<file path="src/rtl/ysyx_25040129_lsu.sv">
// ---------------------------------------------------------------------------
// ysyx_25040129_lsu
//
// Load/store and writeback stage of the single-issue ysyx_25040129 core.
// Takes one executed instruction at a time. It performs at most one memory
// access over a valid/ready request and valid response bus, then formats load
// data and presents a single-cycle register-file write.
//
// Ports
//   clk, rst          clock; synchronous active-low reset
//   in_valid/ready    instruction handshake from execute (ready only in IDLE)
//   in_is_load/store  memory op type (both low = ALU-only, both high = store)
//   in_funct3         RISC-V size/sign field
//   in_addr           effective address, or ALU result for ALU-only ops
//   in_wdata          store data (rs2)
//   in_rd             destination register index
//   in_reg_write      instruction writes rd
//   mem_req_*         request channel: valid/ready, wen, word address,
//                     lane-replicated wdata, byte mask
//   mem_rsp_valid     response/ack for the outstanding request
//   mem_rdata         read word
//   rd/reg_write/result register-file write port, live only in writeback
//   done              one-cycle retire pulse, coincident with writeback
//   err               with done: misaligned access or illegal funct3
// ---------------------------------------------------------------------------
module ysyx_25040129_lsu #(
    parameter int REGS_DIG = 5
) (
    input  logic                clk,
    input  logic                rst,

    input  logic                in_valid,
    output logic                in_ready,
    input  logic                in_is_load,
    input  logic                in_is_store,
    input  logic [2:0]          in_funct3,
    input  logic [31:0]         in_addr,
    input  logic [31:0]         in_wdata,
    input  logic [REGS_DIG-1:0] in_rd,
    input  logic                in_reg_write,

    output logic                mem_req_valid,
    input  logic                mem_req_ready,
    output logic                mem_wen,
    output logic [31:0]         mem_addr,
    output logic [31:0]         mem_wdata,
    output logic [3:0]          mem_wmask,
    input  logic                mem_rsp_valid,
    input  logic [31:0]         mem_rdata,

    output logic [REGS_DIG-1:0] rd,
    output logic                reg_write,
    output logic [31:0]         result,
    output logic                done,
    output logic                err
);

    typedef enum logic [1:0] {
        S_IDLE,
        S_REQ,
        S_WAIT,
        S_WB
    } state_t;

    // -----------------------------------------------------------------------
    // Helper functions
    // -----------------------------------------------------------------------

    // Loads reject 011/110/111. Stores only know b/h/w (000/001/010).
    function automatic logic funct3_illegal(input logic       is_store,
                                            input logic [2:0] f3);
        logic bad;
        if (is_store) begin
            bad = f3[2] | (f3[1:0] == 2'b11);
        end else begin
            bad = (f3[1:0] == 2'b11) | (f3[2] & f3[1]);
        end
        return bad;
    endfunction

    // Halfwords need addr[0]=0, words need addr[1:0]=0, bytes are always fine.
    function automatic logic misaligned(input logic [2:0] f3,
                                        input logic [1:0] lane);
        logic bad;
        case (f3[1:0])
            2'b01:   bad = lane[0];
            2'b10:   bad = (lane != 2'b00);
            default: bad = 1'b0;
        endcase
        return bad;
    endfunction

    function automatic logic [3:0] store_mask(input logic [2:0] f3,
                                              input logic [1:0] lane);
        logic [3:0] m;
        case (f3[1:0])
            2'b00:   m = 4'b0001 << lane;
            2'b01:   m = 4'b0011 << lane;
            default: m = 4'b1111;
        endcase
        return m;
    endfunction

    // Replicating the datum across lanes lets memory pick it up with the
    // byte mask alone, without shifting.
    function automatic logic [31:0] store_data(input logic [2:0]  f3,
                                               input logic [31:0] wd);
        logic [31:0] d;
        case (f3[1:0])
            2'b00:   d = {4{wd[7:0]}};
            2'b01:   d = {2{wd[15:0]}};
            default: d = wd;
        endcase
        return d;
    endfunction

    // Pick the addressed byte/halfword out of the read word and extend it.
    function automatic logic [31:0] load_extract(input logic [2:0]  f3,
                                                 input logic [1:0]  lane,
                                                 input logic [31:0] word);
        logic signed [7:0]  b;
        logic signed [15:0] h;
        logic [31:0]        r;
        case (lane)
            2'd0:    b = word[7:0];
            2'd1:    b = word[15:8];
            2'd2:    b = word[23:16];
            default: b = word[31:24];
        endcase
        h = lane[1] ? word[31:16] : word[15:0];
        case (f3)
            3'b000:  r = 32'(b);
            3'b100:  r = {24'h0, b};
            3'b001:  r = 32'(h);
            3'b101:  r = {16'h0, h};
            default: r = word;
        endcase
        return r;
    endfunction

    // -----------------------------------------------------------------------
    // Accept-time decode of the incoming instruction
    // -----------------------------------------------------------------------
    logic        op_mem_d;
    logic        op_store_d;
    logic        acc_err_d;
    logic [3:0]  wmask_d;
    logic [31:0] wdata_d;

    always_comb begin
        op_store_d = in_is_store;
        op_mem_d   = in_is_load | in_is_store;
        acc_err_d  = op_mem_d & (funct3_illegal(op_store_d, in_funct3) |
                                 misaligned(in_funct3, in_addr[1:0]));
        wmask_d    = op_store_d ? store_mask(in_funct3, in_addr[1:0]) : 4'h0;
        wdata_d    = op_store_d ? store_data(in_funct3, in_wdata) : 32'h0;
    end

    // -----------------------------------------------------------------------
    // State, latched instruction fields and registered outputs
    // -----------------------------------------------------------------------
    state_t              state_q;
    logic                in_ready_q;
    logic                mem_req_valid_q;
    logic                mem_wen_q;
    logic [31:0]         mem_addr_q;
    logic [31:0]         mem_wdata_q;
    logic [3:0]          mem_wmask_q;
    logic [REGS_DIG-1:0] rd_q;
    logic                reg_write_q;
    logic [31:0]         result_q;
    logic                done_q;
    logic                err_q;

    // Fields held across REQ/WAIT for the deferred writeback.
    logic [2:0]          funct3_q;
    logic [1:0]          lane_q;
    logic                is_store_q;
    logic [REGS_DIG-1:0] rd_lat_q;
    logic                rw_lat_q;

    always_ff @(posedge clk) begin
        if (!rst) begin
            // Dropping to IDLE abandons any in-flight request; a late
            // response then arrives outside WAIT and is ignored.
            state_q         <= S_IDLE;
            in_ready_q      <= 1'b1;
            mem_req_valid_q <= 1'b0;
            mem_wen_q       <= 1'b0;
            mem_addr_q      <= 32'h0;
            mem_wdata_q     <= 32'h0;
            mem_wmask_q     <= 4'h0;
            rd_q            <= '0;
            reg_write_q     <= 1'b0;
            result_q        <= 32'h0;
            done_q          <= 1'b0;
            err_q           <= 1'b0;
        end else begin
            case (state_q)
                S_IDLE: begin
                    if (in_valid) begin
                        in_ready_q <= 1'b0;
                        funct3_q   <= in_funct3;
                        lane_q     <= in_addr[1:0];
                        is_store_q <= op_store_d;
                        rd_lat_q   <= in_rd;
                        rw_lat_q   <= in_reg_write & ~op_store_d;
                        if (!op_mem_d || acc_err_d) begin
                            // ALU-only or rejected access: straight to
                            // writeback, no bus traffic.
                            state_q     <= S_WB;
                            done_q      <= 1'b1;
                            err_q       <= acc_err_d;
                            rd_q        <= in_rd;
                            reg_write_q <= in_reg_write & ~op_store_d & ~acc_err_d;
                            result_q    <= op_mem_d ? 32'h0 : in_addr;
                        end else begin
                            state_q         <= S_REQ;
                            mem_req_valid_q <= 1'b1;
                            mem_wen_q       <= op_store_d;
                            mem_addr_q      <= {in_addr[31:2], 2'b00};
                            mem_wdata_q     <= wdata_d;
                            mem_wmask_q     <= wmask_d;
                        end
                    end
                end

                S_REQ: begin
                    // Request fields stay put until ready; a response
                    // seen in this cycle is not consumed.
                    if (mem_req_ready) begin
                        state_q         <= S_WAIT;
                        mem_req_valid_q <= 1'b0;
                        mem_wen_q       <= 1'b0;
                        mem_addr_q      <= 32'h0;
                        mem_wdata_q     <= 32'h0;
                        mem_wmask_q     <= 4'h0;
                    end
                end

                S_WAIT: begin
                    if (mem_rsp_valid) begin
                        state_q     <= S_WB;
                        done_q      <= 1'b1;
                        err_q       <= 1'b0;
                        rd_q        <= rd_lat_q;
                        reg_write_q <= rw_lat_q;
                        result_q    <= is_store_q ? 32'h0
                                                  : load_extract(funct3_q, lane_q, mem_rdata);
                    end
                end

                S_WB: begin
                    state_q     <= S_IDLE;
                    in_ready_q  <= 1'b1;
                    done_q      <= 1'b0;
                    err_q       <= 1'b0;
                    rd_q        <= '0;
                    reg_write_q <= 1'b0;
                    result_q    <= 32'h0;
                end

                default: begin
                    state_q    <= S_IDLE;
                    in_ready_q <= 1'b1;
                end
            endcase
        end
    end

    assign in_ready      = in_ready_q;
    assign mem_req_valid = mem_req_valid_q;
    assign mem_wen       = mem_wen_q;
    assign mem_addr      = mem_addr_q;
    assign mem_wdata     = mem_wdata_q;
    assign mem_wmask     = mem_wmask_q;
    assign rd            = rd_q;
    assign reg_write     = reg_write_q;
    assign result        = result_q;
    assign done          = done_q;
    assign err           = err_q;

endmodule

</file>
<file path="config.mk">
export PLATFORM = sky130hd
export DESIGN_NAME = ysyx_25040129_lsu
export DESIGN_NICKNAME = d
export VERILOG_FILES = /design/src/rtl/ysyx_25040129_lsu.sv
export SDC_FILE = /design/constraint.sdc
export NUM_CORES = 1
export LEC_CHECK = 0
export BUFFER_PORTS_ARGS = -buffer_cell sky130_fd_sc_hd__buf_2
export CAP_MARGIN = 20
export CORE_UTILIZATION = 48
export CTS_CLUSTER_DIAMETER = 100
export CTS_CLUSTER_SIZE = 28
export DETAILED_ROUTE_END_ITERATION = 8
export PLACE_DENSITY_LB_ADDON = 0.3
export SLEW_MARGIN = 20
export SYNTH_ARGS = -nofsm -noshare
export SYNTH_HDL_FRONTEND = slang
export SYNTH_SLANG_ARGS = --single-unit
</file>
<file path="constraint.sdc">
create_clock -name clk -period 2 [get_ports clk]
set_input_delay 0.1 -clock clk [delete_from_list [all_inputs] [get_ports clk]]
set_output_delay 0.1 -clock clk [all_outputs]
set_load 0.05 [all_outputs]
</file>
==> run metrics <==
CP delay by family, top=buffers and inverters; storage element area=0.00258 sq mm; crit path buf inv count=4; Worst EP arrival=2.39 ns; Final Util=76.8%; Skew-Pair Late Insertion Delay=0.52 ns; Synth top area share=between 40 and 50%; Max H-tree Level=4; CP max FO=29; Peak Freq=502 MHz; pwr dens=1370 mW/mm^2; total negative setup slack=0 ns; Worst-Margin Slew=~0.51 ns; R2R depth=9; result of the run=completed; synth cell count leaders=dfxtp_1, o21ai_0, a22o_1, a21oi_1, a22oi_1; yosys warns=0; Die Area=0.0116 sq mm; worst hold path class=primary input to register; most frequent cell after synthesis=dfxtp_1; Fill cells=about 720; CP Data Required Time=approximately 2.4 ns; final instance area=0.00837 sq mm; P&R area growth vs syn=55.6%; starting density of the core=just under 50%; GR Overflow Total=0; fin crit period=1.99 ns; setup slack, reg-to-reg=roughly 0.060 ns; count of different cell masters after synthesis=between 50 and 60; Area after DPL=0.00669 sq mm; post-synthesis instance total=548; Port Buffers=220; number of vias per cell=a little under 6; # IOs=about 220; Peak VDD IR=about 0.0008 V; CTS sink cnt=123; critical path type=primary input to register; crit path max-delay cell type=dlygate4sd3_1; relative slew slack=66.0%; Post-synth EDFFs=12; number of global-route vias before repair=roughly 5700; Iteration-0 DRC Markers=roughly 460; Leak Pwr=roughly 3.8 nW; fin nets=991; CP max stage delay=0.53 ns; endpoints failing setup=0; crit path setup slack, layout=0.00976 ns; Post-Synthesis Cell Area=0.00538 sq mm; Worst-path clk slew=0.06 ns; gpl congestion=0.911; CTS Root Cell=clkbuf_8; initial antenna violation count=1; Detailed Route WL=about 20000 um; Die Ht=108 um; wire per inst=about 20 um; GRT Overall Usage=between 30% and 40%; Yosys top cell by area=dfxtp_1; Crit. End Element=register; stages on the worst setup path=10; predominant post-synthesis flop cell=dfxtp_1; cell breakdown of the critical path=dlygate4sd3_1 -> buf_2 -> inv_1 -> ha_2 -> o211ai_1 -> and4b_1 -> a31oi_1 -> o21a_2 -> buf_12 -> a22o_1; Max-Cap Viols=0; largest net degree at the start of global routing=59; post-route clock period utilization=99.5%; DR DRC count=0; CTS tree=yes; Post-DRT Antenna Nets=0; Power Total=~11 mW; RSZ-0062 raised after global routing=yes; DP HPWL=roughly 12000 um; CTS Buf Count=17; Fin. Hold Viols=0; vias post-DR=6093; #FFs+latches synth=123; share of cells above drive strength 1=35.2%; Pins Over Slew Limit=0; total core area=0.0109 sq mm; Multi-input gate area=approximately 0.0026 sq mm; Syn Area/Cell=9.81 sq um; Worst Skew=roughly 0.0059 ns; main area contributors after synthesis=dfxtp_1, edfxtp_1, a22o_1; worst hold path depth=4; Pre-Repair DR Iteration Count=5; Die Wd=between 100 and 150 um; maximum buffer depth of the clock tree=2; pre-CTS setup slack=-0.0186 ns; ys async rst share=0%; post-synthesis sequential area ratio=approximately 48%; # rows=38; CP Launch Type=primary input; global-route wire length before repair=29000 um
## cell type report
cell class,instances,area share (%)
Antenna cell,2,0.0598
Tap cell,140,2.09
Clock buffer,23,5.34
Multi-Input combinational cell,365,30.6
Inverter,11,0.494
Sequential cell,123,30.9
Clock inverter,9,1.15
Timing Repair Buffer,353,29.4
## where the power goes
| group | switching (mW) | internal [mW] |
|---|---|---|
| sequential | 0.272 | 3.02 |
| combinational | 3.57 | 1.70 |
| clock | 1.09 | 1.79 |
| total | 4.92 | 6.51 |
## per-layer routing
layer	wire length [um]	GRT usage, %	up-vias
li1	-	-	2767
met1	7690	38.4	2878
met2	9850	55.4	364
met3	1660	6.84	84
met4	865	16.3	0
met5	0	0	-
## final timing paths
path | startpoint | to
worst max register to register | state_q[1] | rd[3]
worst max-delay path | in_funct3[1] | mem_addr[31]
worst min register to register | mem_wmask[3] | mem_wmask[3]
worst min-delay path | in_is_load | reg_write
## registers in the layout (all words and copies together) (netlist names)
signal,flops
mem_req_valid,1
mem_wen,1
in_ready,1
mem_addr,30
is_store_q,1
result,32
rd_lat_q,5
lane_q,2
mem_wdata,32
funct3_q,3
reg_write,1
rd,5
done,1
rw_lat_q,1
state_q,2
mem_wmask,4
err,1
## per-stage QoR
step / hold WS (ns) / instances
6_report: 0.0394 / 1026
5_1_grt: 0.0595 / 1025
4_1_cts: 0.0215 / 1015
3_5_place_dp: 0.301 / 888
3_3_place_gp: 0.298 / 888
2_1_floorplan: 0.199 / 549
## worst register-to-register path: cells and delay by family (launching register included)
| family | cells | cell delay [ns] |
|---|---|---|
| AO/OA/AOI/OAI | 3 | 0.56 |
| adder cells (fa/ha/maj) | 1 | 0.26 |
| buffers and inverters | 3 | 0.45 |
| flip-flops | 1 | 0.36 |
| AND/OR/NAND/NOR | 2 | 0.22 |
## placed cells by master (no fill, tap or decap), types with 3 or more instances in the layout
master / n
buf_2: 219
dfxtp_1: 111
dlygate4sd3_1: 95
o21ai_0: 55
a22o_1: 40
a21oi_1: 38
a22oi_1: 37
buf_4: 29
o2bb2ai_1: 25
nor2_1: 24
clkbuf_16: 19
nand2_1: 13
o22ai_1: 12
edfxtp_1: 12
mux2i_1: 11
o21ai_1: 10
inv_1: 9
a21oi_2: 9
and3_1: 8
a31oi_1: 7
a221oi_1: 7
a2bb2oi_1: 7
nand2b_1: 6
clkinv_2: 6
ha_1: 5
clkbuf_1: 5
buf_12: 5
a211oi_2: 4
a211oi_1: 4
nor2b_1: 3
o221ai_1: 3
## timing repair
item                                    in CTS  in global routing
pin swaps                                    0                  3
gates resized for setup                      1                 20
hold buffers                                95                  0
hold endpoints to repair                   112                  0
buffers inserted                             0                  5
endpoints found under the setup margin       4                 84
cloned                                       0                  4
## kinds of logic (layout without fill, tap and decap cells)
logic type | after synthesis | in the layout | synth area share, %
AO/OA/AOI/OAI | 272 | 272 | 35.3
adder cells (fa/ha/maj) | 8 | 8 | 1.86
buffers and inverters | 61 | 396 | 5.72
flip-flops | 123 | 123 | 48.0
multiplexers | 12 | 12 | 2.26
other | 1 | 4 | 0.0697
AND/OR/NAND/NOR | 71 | 71 | 6.75
(Power assumes the default switching activity.)
